`config.mk`:
```
export PLATFORM = sky130hd
export DESIGN_NAME = mem_arbiter
export DESIGN_NICKNAME = d
export VERILOG_FILES = /design/src/rtl/mem_arbiter.sv
export SDC_FILE = /design/constraint.sdc
export NUM_CORES = 1
export LEC_CHECK = 0
export CELL_PAD_IN_SITES_DETAIL_PLACEMENT = 0
export CELL_PAD_IN_SITES_GLOBAL_PLACEMENT = 1
export CORE_MARGIN = 10
export CORE_UTILIZATION = 28
export CTS_CLUSTER_DIAMETER = 50
export DETAILED_ROUTE_END_ITERATION = 10
export GPL_ROUTABILITY_DRIVEN = 1
export HOLD_SLACK_MARGIN = 0.15
export PLACE_DENSITY_LB_ADDON = 0.1
export REMOVE_ABC_BUFFERS = 1
export SLEW_MARGIN = 20
export SYNTH_ARGS = -nofsm -noshare
export SYNTH_HDL_FRONTEND = slang
export SYNTH_SLANG_ARGS = --single-unit
```
`constraint.sdc`:
```
create_clock -name clock -period 1.5 [get_ports clock]
set_input_delay 0.225 -clock clock [delete_from_list [all_inputs] [get_ports clock]]
set_output_delay 0.225 -clock clock [all_outputs]
set_load 0.02 [all_outputs]
```
`src/rtl/mem_arbiter.sv`:
```
// ---------------------------------------------------------------------------
// mem_arbiter
//
// Shares one single-port RAM between an instruction-fetch port and a data
// port. Each transaction takes three cycles: an IDLE sample, a one-cycle RAM
// ACCESS and a one-cycle RESP that carries the acknowledge. Data requests
// normally win. A starvation counter lets a waiting fetch win once after
// STARVE_LIMIT consecutive data grants.
//
// Ports
//   clock, clear          system clock, synchronous active-high reset
//   f_req, f_addr         fetch request (held until f_ack) and word address
//   f_rdata, f_ack        fetch read data, valid with the one-cycle f_ack pulse
//   d_req, d_we, d_addr,  data request (held until d_ack), store enable,
//   d_wdata               word address and store data
//   d_rdata, d_ack        data load result, valid with the one-cycle d_ack pulse
//   ram_r, ram_w          RAM read / write strobes (only during ACCESS)
//   ram_addr, ram_din     RAM address and write data
//   ram_dout              RAM read data, combinational from ram_addr
//   ram_start             one-cycle RAM preload strobe after reset
//   busy                  high whenever the arbiter is not idle
// ---------------------------------------------------------------------------
module mem_arbiter #(
  parameter int STARVE_LIMIT = 4
) (
  input  logic        clock,
  input  logic        clear,
  input  logic        f_req,
  input  logic [8:0]  f_addr,
  output logic [31:0] f_rdata,
  output logic        f_ack,
  input  logic        d_req,
  input  logic        d_we,
  input  logic [8:0]  d_addr,
  input  logic [31:0] d_wdata,
  output logic [31:0] d_rdata,
  output logic        d_ack,
  output logic        ram_r,
  output logic        ram_w,
  output logic [8:0]  ram_addr,
  output logic [31:0] ram_din,
  input  logic [31:0] ram_dout,
  output logic        ram_start,
  output logic        busy
);

  localparam int CW = $clog2(STARVE_LIMIT + 1);

  typedef enum logic [1:0] {INIT, IDLE, ACCESS, RESP} state_t;

  state_t        state;
  logic [CW-1:0] starve_cnt;
  logic          gnt_fetch;
  logic          fetch_wins;

  // Fetch only beats a simultaneous data request once the counter saturates.
  assign fetch_wins = f_req && (!d_req || (starve_cnt == CW'(STARVE_LIMIT)));

  always_ff @(posedge clock) begin
    if (clear) begin
      state      <= INIT;
      starve_cnt <= '0;
      gnt_fetch  <= 1'b0;
      f_ack      <= 1'b0;
      d_ack      <= 1'b0;
      f_rdata    <= '0;
      d_rdata    <= '0;
      ram_r      <= 1'b0;
      ram_w      <= 1'b0;
      ram_addr   <= '0;
      ram_din    <= '0;
      ram_start  <= 1'b0;
      busy       <= 1'b0;
    end else begin
      case (state)
        // INIT spends one cycle with ram_start low (the reset edge itself),
        // then one cycle with ram_start high, then hands over to IDLE.
        INIT: begin
          if (!ram_start) begin
            ram_start <= 1'b1;
            busy      <= 1'b1;
          end else begin
            ram_start <= 1'b0;
            busy      <= 1'b0;
            state     <= IDLE;
          end
        end

        // The RAM strobes, address and store data are loaded here, so they
        // double as the latched copy of the request for the ACCESS cycle.
        IDLE: begin
          if (f_req || d_req) begin
            state     <= ACCESS;
            busy      <= 1'b1;
            gnt_fetch <= fetch_wins;
            if (fetch_wins) begin
              ram_r    <= 1'b1;
              ram_addr <= f_addr;
            end else begin
              ram_r    <= !d_we;
              ram_w    <= d_we;
              ram_addr <= d_addr;
              if (d_we) begin
                ram_din <= d_wdata;
              end
            end
            // Only data grants made while fetch is waiting count as starvation.
            if (!fetch_wins && f_req) begin
              if (starve_cnt != CW'(STARVE_LIMIT)) begin
                starve_cnt <= starve_cnt + CW'(1);
              end
            end else begin
              starve_cnt <= '0;
            end
          end
        end

        // Capture read data at the end of ACCESS; a store ack leaves
        // d_rdata holding the result of the last load.
        ACCESS: begin
          ram_r <= 1'b0;
          ram_w <= 1'b0;
          state <= RESP;
          if (gnt_fetch) begin
            f_ack   <= 1'b1;
            f_rdata <= ram_dout;
          end else begin
            d_ack <= 1'b1;
            if (ram_r) begin
              d_rdata <= ram_dout;
            end
          end
        end

        RESP: begin
          f_ack <= 1'b0;
          d_ack <= 1'b0;
          busy  <= 1'b0;
          state <= IDLE;
        end

        default: begin
          state <= INIT;
        end
      endcase
    end
  end

endmodule

```
# [After elaboration in Yosys (flattened, before gate mapping)]
# Index checks and enable logic that the tools add are counted.
[totals] mem_bits_ro=0 output_inout_bits=111 latch_bits=0 wordCells=68 ff_bits=117 memories=0 ramBits=0
[classes] shifts=0 multipliers=0 magnitude_cmp=0 n_bitwise=2 addsub=1 mux=19 div=0 eq_ne=11 n_reduce_logical=22
[ops] op="2-bit AND reduction" n=7
[ops] op="2-bit inequality test, second input constant" n=5
[ops] op="9-bit two-way mux" n=1
[ops] op="3-bit AND reduction" n=3
[ops] op="1-bit two-way mux" n=8
[ops] op="1-bit case mux with 2 select lines" n=4
[ops] op="2-bit case mux with 4 select lines" n=1
[ops] op="3-bit two-way mux" n=2
[ops] op="2-bit equality test, second input constant" n=2
[ops] op="2-bit two-way mux" n=2
[ops] op="4-bit AND reduction" n=1
[ops] op="2-bit nonzero test" n=2
[ops] op="3-bit by 1-bit adder with 3-bit output, second input constant" n=1
[ops] op="3-bit equality test, second input constant" n=1
[ops] op="1-bit logical NOT" n=3
[ops] op="3-bit inequality test, second input constant" n=1
[ops] op="1-bit case mux with 3 select lines" n=1
[ops] op="3-bit nonzero test" n=1
[ops] op="2-bit by 1-bit equality test with 1-bit output, second input constant" n=1
[ops] op="1-bit logical AND" n=2
[ops] op="2-bit logical NOT" n=1
[ops] op="1-bit logical OR" n=2
[ops] op="2-bit by 1-bit inequality test with 1-bit output, second input constant" n=1
[ops] op="1-bit NOT" n=2

# [Logic depth before layout (Yosys ltp)]
[depth] depth_word=7 depth_mapped=7 ltp_nobuf=5

# [Worst setup path after synthesis]
# OpenSTA, ideal clock, no wires.
[synth_timing] path_kind="reg2reg" from="register state[1]" to="register state[1]" setup_time_ns=0.066 path_stages_with_launch=7 t_arrival_ns=1.410 n_path_buf=1 synth_period_minus_slack_ns=1.476 slack_ns=0.024 cell_sequence="dfxtp_1 inv_1 ha_1 or3b_1 buf_2 a21o_1 a21oi_2"
[synth_between] elab_chain_cells=3 word_cells_on_any_way=8 cone_classes="5 x eq/ne; 1 x mux; 2 x reduce/logical"
[synth_rtl] item="start: declaration" line="51" rtl="state_t state;"
[synth_rtl] item="start signal: assignment" line="61" rtl="state <= INIT;"
[synth_rtl] item="start signal: assignment" line="85" rtl="state <= IDLE;"
[synth_rtl] item="start signal: assignment" line="93" rtl="state <= ACCESS;"
[synth_rtl] item="2-bit by 1-bit equality test with 1-bit output or 2-bit logical NOT (tied branches)" line="75" rtl="case (state)"
[synth_rtl] item="2-bit inequality test (no source line)"
[synth_rtl] item="2-bit AND reduction (no source line)"
# Parallel ways exist; a longest one is shown, timed or not.
# A chain may end at the register's enable or synchronous reset.

# [Worst setup path in the final report]
[layout_timing] from="register state[0]" to="register d_rdata[17]"
[layout_between] elab_chain_cells=2
[layout_rtl] item="2-bit equality test" line="75"
[layout_rtl] item="3-bit AND reduction (no source line)"
[layout_rtl] item="end signal: assignment" line="130" rtl="d_rdata <= ram_dout;"
[layout_rtl] item="end: declaration" line="36" rtl="output logic [31:0] d_rdata,"
# Every way passes these cells.

==> results.json <==
{
  "outcome": "completed",
  "drc_errors": 0,
  "routedWlPerCell_um": 16.10,
  "ys_seq_elements": 117,
  "pwr-share-seq": 0.347,
  "ys.flop_type": "dfxtp_1",
  "io_pins": 198,
  "fin_nets": 850,
  "instances_no_fill": 989,
  "cts_tree": "yes",
  "die-area_um2": 22410,
  "start_util": 0.2850,
  "portBuffers": 197,
  "routed_wl_um": 15920,
  "ys_seq_area_frac": 0.4973,
  "worst-setup-path-type": "flop to flop",
  "worst_slew_pin_slew_ns": 0.4323,
  "irDropWorstVdd_uv": 760.1,
  "whs_path_depth": 3,
  "hold_class": "primary input to flop",
  "pwr-share-comb": 0.241,
  "viasPerCell": 4.505,
  "clock.fmax_mhz": 689.6,
  "end_kind": "flop",
  "holdCritStartpoint": "clear",
  "overflow": 0,
  "worstSkewPairLatency_ns": 0.41,
  "min_period_ns": 1.450,
  "vias": 4455,
  "syn_avg_cell_area_um2": 8.673,
  "yosysWarnings": 0,
  "hold_buffers": 0,
  "synth_top_cell_by_area": "dfxtp_1",
  "cap_violations": 0,
  "synth_most_common_cell": "nand2_1",
  "worst_setup_path_start_kind": "flop",
  "grt_max_degree": 108,
  "syn-cell-area_um2": 4710,
  "grt_pass1_vias": 4463,
  "firstDrtPassIters": 4,
  "clock_sinks": 117,
  "grt_pass1_wl_um": 24560,
  "fin_setup_tns_ns": 0,
  "n_antenna_cell": 0,
  "grt_usage": 0.1381,
  "hpwl_um": 10820,
  "reg2reg_slack_ns": 0.05,
  "synth_top_area_frac": 0.4973,
  "cts_made_buffers": 17,
  "finalCritPeriodShare": 0.9668,
  "setup_violations": 0,
  "cts-htree-levels": 4,
  "finalMaxSlewViolations": 0,
  "drt_iter0_markers": 181,
  "swShare": 0.2708,
  "finClkSkew_ns": 0.008940,
  "timing.slew.headroom": 0.7118,
  "synth.distinct_cells": 34,
  "clk_pin_slew_ns": 0.05,
  "die_w_um": 149.7,
  "dieHeight_um": 149.7,
  "syn_inst": 543,
  "r2r-start": "state[0]",
  "rows": 47,
  "synth_edf_count": 0,
  "area_growth_syn_to_layout_pct": 66.07,
  "place_inst": 947,
  "p_leak_nw": 3.264,
  "cts_root_buf": "clkbuf_16",
  "synth_area_leaders": "dfxtp_1 50%, nand2_1 11%, nand2b_1 8.9%, a21oi_1 7.4%, mux2i_1 7.0%",
  "gp_congestion": 0.8072,
  "clock_path_buffers": 2,
  "power.internal_mw": 7.504,
  "r2r-end": "d_rdata[17]",
  "hold_viol": 0,
  "cp.required_ns": 1.77,
  "reg2reg_depth": 8,
  "path_max_fanout": 8,
  "ys_async_sr_fraction": 0,
  "cp_data_arrival_time_ns": 1.72,
  "yosys-top-cells-count": "132 x nand2_1, 117 x dfxtp_1, 70 x a21oi_1, 67 x nand2b_1, 33 x mux2i_1",
  "power_density_nw_per_um2": 1316,
  "min_to": "d_rdata[16]",
  "ant_nets": 0,
  "antenna_found_initial": 1,
  "p_clk_frac": 0.412,
  "power_switching_mw": 2.787,
  "core_um2": 16520,
  "drive_gt1_frac": 0.1248
}
[cell usage in the layout, fill, tap and decap left out, drive strengths merged, types with 2 or more instances in the layout]
cell type / Yosys / layout
nor3: 3 / 3
dfxtp: 117 / 117
nor2: 11 / 11
dlygate4sd2: 0 / 111
mux2i: 33 / 33
a311oi: 11 / 11
o21ai: 13 / 13
buf: 24 / 33
nand3: 12 / 12
clkdlybuf4s50: 0 / 85
nor2b: 2 / 2
bufinv: 0 / 4
clkinvlp: 0 / 2
a21boi: 2 / 2
nand2: 132 / 132
ha: 7 / 7
clkbuf: 16 / 28
nand2b: 67 / 67
inv: 7 / 7
clkinv: 0 / 3
a21oi: 71 / 71
[sequential cells by signal, indices dropped and copies added, names as in the netlist, 2 cells and up]
name and count:
state 2, d_rdata 32, ram_addr 9, starve_cnt 3
ram_din 32, f_rdata 32
[power by group through the flow]
stage	clock (mW)	combinational, mW	sequential, mW
finish	4.24	2.48	3.57
global route	4.51	2.69	3.61
CTS	4.36	2.39	3.56
detailed placement	0	2.43	3.62
global placement	0	2.38	3.62
floorplan	0	0.811	3.90
[worst max-delay path: stages, from the launching register on]
cell and delay [ns]:
dfxtp_4 0.37, buf_6 0.11, inv_4 0.04, ha_4 0.16
and3b_2 0.23, buf_6 0.14, clkbuf_16 0.16, nand2_1 0.06
a21oi_1 0.05
[cell type report]
| class | count | area [um2] |
|---|---|---|
| multi-input combinational | 379 | 2217 |
| tap | 220 | 275.3 |
| sequential | 117 | 2349 |
| clock buffer | 23 | 467.9 |
| timing repair buffer | 234 | 2333 |
| inverter | 7 | 28.78 |
| clock inverter | 9 | 150.1 |
| fill | 1612 | 8703 |
[per-layer routing]
| metal | vias up | global-route usage | routed length (um) |
|---|---|---|---|
| li1 | 2233 | - | - |
| met1 | 2033 | 0.1666 | 6823 |
| met3 | 18 | 0.07428 | 1794 |
| met5 | - | 0 | 10 |
| met2 | 169 | 0.2055 | 7091 |
| met4 | 2 | 0.04616 | 199 |
[logic make-up after synthesis]
kind of cell	Yosys count	synth area share
simple gates	233	0.2319
compound gates	103	0.1254
mux	34	0.07253
buf+inv	47	0.05048
fa+ha+maj	7	0.01860
xor+xnor	2	0.003720
flops	117	0.4973
[repair_timing]
action                                  4_1_cts  5_1_grt
buffers inserted                              2        2
endpoints found under the setup margin      202       64
pin swaps                                     2        5
gates resized for setup                     124       28
cloned                                        3        4
[metrics by stage]
stage          utilization  worst slack (ns)  total power [mW]  instance area [um2]  hold slack [ns]
2_1_floorplan            -           -0.7416             4.713                 4498           0.2874
4_1_cts             0.4627          0.006916             10.31                 7646           0.2181
3_5_place_dp        0.4264           -0.2161             6.054                 7047           0.4463
6_report            0.4733           0.04986             10.29                 7821           0.2466
5_1_grt             0.4733         -0.009700             10.82                 7821           0.2567
3_3_place_gp        0.4264           -0.1611             6.004                 7047           0.4406
[how the worst max path moves through the flow]
stage                  startpoint          end  slack (ns)  cells after the start
finish                   state[0]  d_rdata[17]        0.05                      8
global route             state[0]  d_rdata[17]       -0.01                      8
CTS                 starve_cnt[1]  ram_din[10]       0.007                      6
detailed placement          f_req  ram_din[15]       -0.22                      5
global placement            f_req  ram_addr[3]       -0.16                      6
floorplan           starve_cnt[0]   ram_din[0]       -0.74                      5
No activity file was read; power rests on OpenSTA's default activity.
